--- src/rtl/status_register_unit.sv ---
// status_register_unit
// Architectural NZCV status register with an EXE-stage S-bit shadow.
// Raises a one-cycle flag-hazard stall when a conditional instruction in ID
// would read flags that the instruction in EXE has not committed yet.
// Also keeps a saturating count of the cycles spent stalled on flags.

module status_register_unit #(
    parameter int          CNT_W   = 16,
    parameter logic [3:0]  AL_COND = 4'b1110
) (
    input  logic             clk,
    input  logic             rst,
    input  logic             freeze,
    input  logic             flush,
    input  logic             id_valid,
    input  logic             id_s_bit,
    input  logic [3:0]       id_cond,
    input  logic [3:0]       exe_flags,
    output logic [3:0]       sr,
    output logic             flag_hazard,
    output logic             exe_s_pending,
    output logic [CNT_W-1:0] hazard_cnt
);

    localparam logic [CNT_W-1:0] CNT_ONE = {{(CNT_W-1){1'b0}}, 1'b1};
    localparam logic [CNT_W-1:0] CNT_MAX = {CNT_W{1'b1}};

    logic id_conditional;
    logic id_issue_s;
    logic cnt_at_max;

    // The AL condition never reads flags, so it can never conflict.
    assign id_conditional = (id_cond != AL_COND);

    // Stall is independent of freeze; a flushed instruction is never stalled.
    assign flag_hazard = exe_s_pending & id_valid & ~flush & id_conditional;

    // Only an instruction that actually leaves ID carries its S-bit into EXE;
    // stalled or flushed slots become bubbles.
    assign id_issue_s = id_valid & id_s_bit & ~flush & ~flag_hazard;

    assign cnt_at_max = (hazard_cnt == CNT_MAX);

    // Commit the EXE flags at the end of the S instruction's EXE cycle.
    always_ff @(posedge clk or negedge rst) begin
        if (!rst) begin
            sr <= 4'b0000;
        end else if (!freeze && exe_s_pending) begin
            sr <= exe_flags;
        end
    end

    // Advance the S-bit shadow alongside the ID->EXE pipeline register.
    always_ff @(posedge clk or negedge rst) begin
        if (!rst) begin
            exe_s_pending <= 1'b0;
        end else if (!freeze) begin
            exe_s_pending <= id_issue_s;
        end
    end

    // Count unfrozen stall cycles, holding at all-ones instead of wrapping.
    always_ff @(posedge clk or negedge rst) begin
        if (!rst) begin
            hazard_cnt <= '0;
        end else if (!freeze && flag_hazard && !cnt_at_max) begin
            hazard_cnt <= hazard_cnt + CNT_ONE;
        end
    end

endmodule
--- config.mk ---
export PLATFORM = sky130hd
export DESIGN_NAME = status_register_unit
export DESIGN_NICKNAME = d
export VERILOG_FILES = /design/src/rtl/status_register_unit.sv
export SDC_FILE = /design/constraint.sdc
export NUM_CORES = 1
export LEC_CHECK = 0
export BUFFER_PORTS_ARGS = -buffer_cell sky130_fd_sc_hd__buf_2
export CORE_AREA = 2 2 52 54
export CTS_CLUSTER_SIZE = 14
export DETAILED_ROUTE_END_ITERATION = 7
export DIE_AREA = 0 0 54 56
export GPL_ROUTABILITY_DRIVEN = 0
export GPL_TIMING_DRIVEN = 0
export PLACE_DENSITY = 0.73
export SETUP_SLACK_MARGIN = 0.1
export SLEW_MARGIN = 15
export SYNTH_ARGS = -nofsm -noshare
export SYNTH_HDL_FRONTEND = slang
export SYNTH_SLANG_ARGS = --single-unit
--- constraint.sdc ---
create_clock -name clk -period 1.66 [get_ports clk]
set_clock_uncertainty 0.05 [all_clocks]
set_input_delay 0.332 -clock clk [delete_from_list [all_inputs] [get_ports clk]]
set_output_delay 0.332 -clock clk [all_outputs]
set_load 0.05 [all_outputs]
==> results of run 1 <==
==> synth_stat cells <==
library cell / number / share of area (%)
dfrtp_1: 21 / 50
xor2_1: 14 / 12
nand3_1: 7 / 3.3
nand2_1: 6 / 2.1
nand4_1: 6 / 3.6
nor4_1: 6 / 3.6
mux2_2: 5 / 5.4
nor3_1: 5 / 2.4
and3_1: 2 / 1.2
and4_1: 2 / 1.7
buf_6: 2 / 2.1
nor4b_1: 2 / 1.7
and2_1: 1 / 0.60
and2b_1: 1 / 0.72
and2b_2: 1 / 0.84
ha_1: 1 / 1.2
mux2_4: 1 / 1.4
nand3_4: 1 / 1.7
nand4b_1: 1 / 0.84
nor2_2: 1 / 0.60
nor3b_1: 1 / 0.72
nor4_4: 1 / 2.0
o21ai_0: 1 / 0.48
==> area by class of cell <==
| class | count | area share [%] |
|---|---|---|
| clock buffer | 3 | 1.49 |
| sequential | 21 | 36.2 |
| clock inverter | 1 | 0.497 |
| timing repair buffer | 50 | 19.5 |
| multi-input combinational | 66 | 38.4 |
| buffer | 2 | 1.49 |
| tap | 30 | 2.49 |
==> what timing repair did <==
action,CTS,global route
buffers inserted,8,6
pin swaps,4,6
gates resized for setup,5,7
endpoints found under the hold margin,21,0
hold buffers,1,0
endpoints found under the setup margin,15,17
==> path summary, 6_finish.rpt <==
path	startpoint	end	slack [ns]	cells after the start
max	hazard_cnt[9]	hazard_cnt[14]	0.007	5
min	freeze	exe_s_pending	0.18	2
max reg2reg	hazard_cnt[9]	hazard_cnt[14]	0.007	5
min reg2reg	hazard_cnt[14]	hazard_cnt[14]	0.45	1
max in group asynchronous	rst	hazard_cnt[0]	0.77	2
min in group asynchronous	rst	sr[0]	0.44	2
==> cell usage in the layout, fill, tap and decap left out, types with 2 or more instances in the layout <==
| cell | netlist | layout |
|---|---|---|
| buf_6 | 2 | 3 |
| buf_4 | 0 | 13 |
| mux2_4 | 1 | 2 |
| clkbuf_4 | 0 | 3 |
| nand4_1 | 6 | 6 |
| nor3_1 | 5 | 4 |
| dfrtp_2 | 0 | 17 |
| nor4_2 | 0 | 5 |
| mux2_2 | 5 | 4 |
| buf_2 | 0 | 35 |
| nand3_1 | 7 | 7 |
| and4_1 | 2 | 2 |
| dfrtp_1 | 21 | 4 |
| xor2_1 | 14 | 14 |
| nand2_1 | 6 | 6 |
==> report_power, final <==
part	switching, mW	internal, mW
Combinational	0.271	0.135
Sequential	0.0348	0.565
Clock	0.169	0.0921
==> worst max-delay path, cell delays in order, from the launching register on <==
cell and delay [ns]:
dfrtp_2 0.44, nand4_1 0.22, nor4_4 0.39, buf_6 0.21, nor4_1 0.08, xor2_1 0.15
==> metal layers <==
layer / global-route usage, % / vias up
met5: 0 / -
met1: 19.3 / 447
li1: - / 437
met2: 28.2 / 53
met3: 2.69 / 7
met4: 10.0 / 0
==> cells by family (layout without fill, tap and decap cells) <==
family / Yosys count / in the layout / share of synthesized area [%]
buf+inv: 2 / 56 / 2.15
flops: 21 / 21 / 50.1
simple gates: 44 / 44 / 27.6
compound gates: 1 / 1 / 0.477
mux: 6 / 6 / 6.80
fa+ha+maj: 1 / 1 / 1.19
xor+xnor: 14 / 14 / 11.7
==> state kept, by name, summed over array words and instances (netlist names) <==
register,count
exe_s_pending,1
hazard_cnt,16
sr,4
==> metrics by stage <==
| step | utilization [%] | hold WS [ns] | TNS, ns |
|---|---|---|---|
| global placement | 53.2 | 0.261 | -0.0957 |
| CTS | 58.6 | 0.172 | 0 |
| detailed placement | 53.2 | 0.263 | -0.153 |
| floorplan | - | -0.0136 | -0.770 |
| global route | 62.1 | 0.180 | -0.455 |
| finish | 62.1 | 0.177 | 0 |
==> flow_summary.toml, run 1 <==
[cells_and_area]
design_area_um2 = 1510
syn_to_final_growth_pct = 44.0
drive_gt1_share_pct = 64.3
nets = 159
seq_area_um2 = 547
nFillCells = 202
multi_input_area_um2 = 579
antenna_cells = 0
stdcell_count = 173

[placed_design]
dp_hpwl_um = 1590
place_area_um2 = 1290
place_inst = 154
post-place-ws_ns = -0.0546
io_buffers = 35

[grt]
grt-ovfl-total = 0
grt.total_usage_pct = 16.8
grt_max_degree = 22
grt_antenna_before_repair = 0
grt_pass1_vias = 900
grt_pass1_wl_um = 3800

[yosys]
syn-num-nets = 104
syn_inst = 89
syn_area_per_cell_um2 = 11.8
yosys_warnings = 0
yosysSeqAreaShare_pct = 50.1
syn_area_um2 = 1050
ys_ff_latch = 21
synth.distinct_cells = 23

[route]
vias = 944
drc = 0
antenna_left = 0
drt_iter0_drc = 17
route.met3.wl_um = 233
wirelength_um = 2690
wire_per_inst_um = 15.5
wl_met1_um = 1020
drtPass1Iterations = 4
top_layer_used = "met4"
wl_met2_um = 1380
viasPerCell = 5.46

[hold_path]
hold_path_class = "input pin to flip-flop"

[floorplanning]
die_w_um = 54
rows = 18
start_util_pct = 43.1
ios = 36
fp.dieArea_um2 = 3020
die_h_um = 56
fp.coreArea_um2 = 2430

[setup_path]
path_max_fanout = 10
worstSetupStartpointType = "flip-flop"
cp.arrival_ns = 1.80
critPathCaptureType = "flip-flop"
critPathKind = "flip-flop to flip-flop"
cp.required_ns = 1.81

[pwr]
p_leak_nw = 0.753
peakVddDrop_mv = 0.615
p_per_area_nw_per_um2 = 838
p_total_mw = 1.27

[sta]
grt_setup_unrepaired = "true"
fin_ws_ns = 0.00718
worst_pin_slew_ns = 0.473
slew_headroom_pct = 68.5
finalCritPeriodShare_pct = 99.6
hold_violations = 0
maxSlewViolCount = 0
fmax_ghz = 0.605
setup_violations = 0
min_period_ns = 1.65

[clock_network]
cts_tree = "built"
clock_sinks = 21
htreeDepth = 1
clk_pin_slew_worst_paths_ns = 0.13
root_buffer = "clkbuf_4"
cts.path.max_buffers = 2
cts_buffers = 3
worstSkewPairLatency_ns = 0.32

[run]
max-cap-violations = 0

[status]
outcome = "finished, final reports clean"
Note: power is estimated with default switching activity, not from simulation.
==> inputs of run 2 (changes only) <==
- RECOVER_POWER: default -> 25
==> flow_summary.toml, run 2 (synthesis gave the netlist of run 1 again) <==
[status]
outcome = "finished, final reports clean"

[pwr]
power.switching_mw = 0.474
p_leak_nw = 0.754
seq_power_share_pct = 47.4
sw_frac_of_total_pct = 37.5
p_int_mw = 0.792
p_total_mw = 1.27
p_per_area_nw_per_um2 = 838
peakVddDrop_mv = 0.615
combPwrFrac_pct = 32.0
clkPwrFrac_pct = 20.6

[sta]
min_period_ns = 1.65
worst_pin_slew_ns = 0.527
finalCritPeriodShare_pct = 99.6
slew_headroom_pct = 64.9
fmax_ghz = 0.605
tns_ns = 0
hold_violations = 0
holdWs_ns = 0.177
grt_setup_unrepaired = "true"
setup_violations = 0
fin_ws_ns = 0.00718
maxSlewViolCount = 0

[floorplanning]
rows = 18
die_h_um = 56
die_w_um = 54
start_util_pct = 43.1
fp.dieArea_um2 = 3020
fp.coreArea_um2 = 2430
ios = 36

[setup_path]
cp_slowest_cell = "dfrtp_2"
worstSetupStartpointType = "flip-flop"
critPathKind = "flip-flop to flip-flop"
slowest_delay_ns = 0.44
critPathCaptureType = "flip-flop"
path_max_fanout = 10
crit_path_cell_trace = "nand4_1 -> nor4_4 -> buf_6 -> nor4_1 -> xor2_1"
cp.required_ns = 1.81
cp.arrival_ns = 1.80

[grt]
grt_max_degree = 22
grt-ovfl-total = 0
grt_pass1_vias = 900
grt_pass1_wl_um = 3800
grt.total_usage_pct = 16.8
grt_antenna_before_repair = 0

[placed_design]
place_inst = 154
post-place-ws_ns = -0.0546
dp_hpwl_um = 1590
place_area_um2 = 1290
io_buffers = 35

[route]
drc = 0
wire_per_inst_um = 15.5
viasPerCell = 5.46
drt_iter0_drc = 17
vias = 944
wirelength_um = 2690
drtPass1Iterations = 4
antenna_left = 0

[cells_and_area]
largest_register_ffs = 16
stdcell_count = 173
design_area_um2 = 1510
syn_to_final_growth_pct = 44.0
nets = 159
drive_gt1_share_pct = 64.3
reg_top3 = "hazard_cnt (16), sr (4), exe_s_pending (1)"
fin_util_pct = 62.1
antenna_cells = 0
final_common_cell = "buf_2"
top_register = "hazard_cnt"
layout_common_cells = "buf_2 (34), dfrtp_2 (17), xor2_1 (14)"

[clock_network]
htreeDepth = 1
root_buffer = "clkbuf_4"
worstSkewPairLatency_ns = 0.32
cts.path.max_buffers = 2
cts_tree = "built"
clock_sinks = 21
cts_buffers = 3
clk_pin_slew_worst_paths_ns = 0.13

[hold_path]
hold_path_class = "input pin to flip-flop"

[run]
max-cap-violations = 0
-- run 2: changes by cell type in the layout (fill, tap and decap cells not counted), sizes merged --
cell	delta
buf	-1
clkbuf	+1
-- run 2: worst paths after layout --
path,slack (ns),end,startpoint,depth (start not counted)
hold / removal,0.18,exe_s_pending,freeze,2
max in group asynchronous,0.71,hazard_cnt[0],rst,2
hold reg to reg,0.45,hazard_cnt[14],hazard_cnt[14],1
setup reg to reg,0.007,hazard_cnt[14],hazard_cnt[9],5
setup / recovery,0.007,hazard_cnt[14],hazard_cnt[9],5
min in group asynchronous,0.46,sr[0],rst,2
-- run 2: final cells by class --
cell class                      instances  area, um2
Clock buffer                            3       22.5
Sequential cell                        21        547
Clock inverter                          1       7.51
Multi-Input combinational cell         66        579
Tap cell                               30       37.5
Fill cell                             202        922
Buffer                                  2       22.5
Timing Repair Buffer                   50        294
-- run 2: layer usage --
metal  GRT usage, %  share of wire [%]  up-vias
met3           2.69                8.7        7
met1           19.3                 38      447
met4           10.0                2.0        0
met2           28.2                 51       53
li1               -                  -      437
met5              0                  0        -
-- run 2: power by group through the flow --
stage / clock (mW) / combinational [mW] / sequential [mW]
2_1_floorplan: 0 / 0.0742 / 0.802
3_3_place_gp: 0 / 0.341 / 0.622
3_5_place_dp: 0 / 0.347 / 0.628
4_1_cts: 0.268 / 0.402 / 0.600
5_1_grt: 0.289 / 0.432 / 0.606
6_report: 0.261 / 0.405 / 0.600
-- run 2: critical path, delay by kind of cell, from the launching register on --
family	cells	cell delay (ns)
flops	1	0.44
xor+xnor	1	0.15
buf+inv	1	0.21
simple gates	3	0.69
-- run 2: repair_timing --
| action | CTS | global route |
|---|---|---|
| endpoints found under the hold margin | 21 | 0 |
| setup buffers | 8 | 6 |
| hold buffers | 1 | 0 |
| pin swaps | 4 | 6 |
| gates resized for setup | 5 | 7 |
| setup endpoints to repair | 15 | 17 |
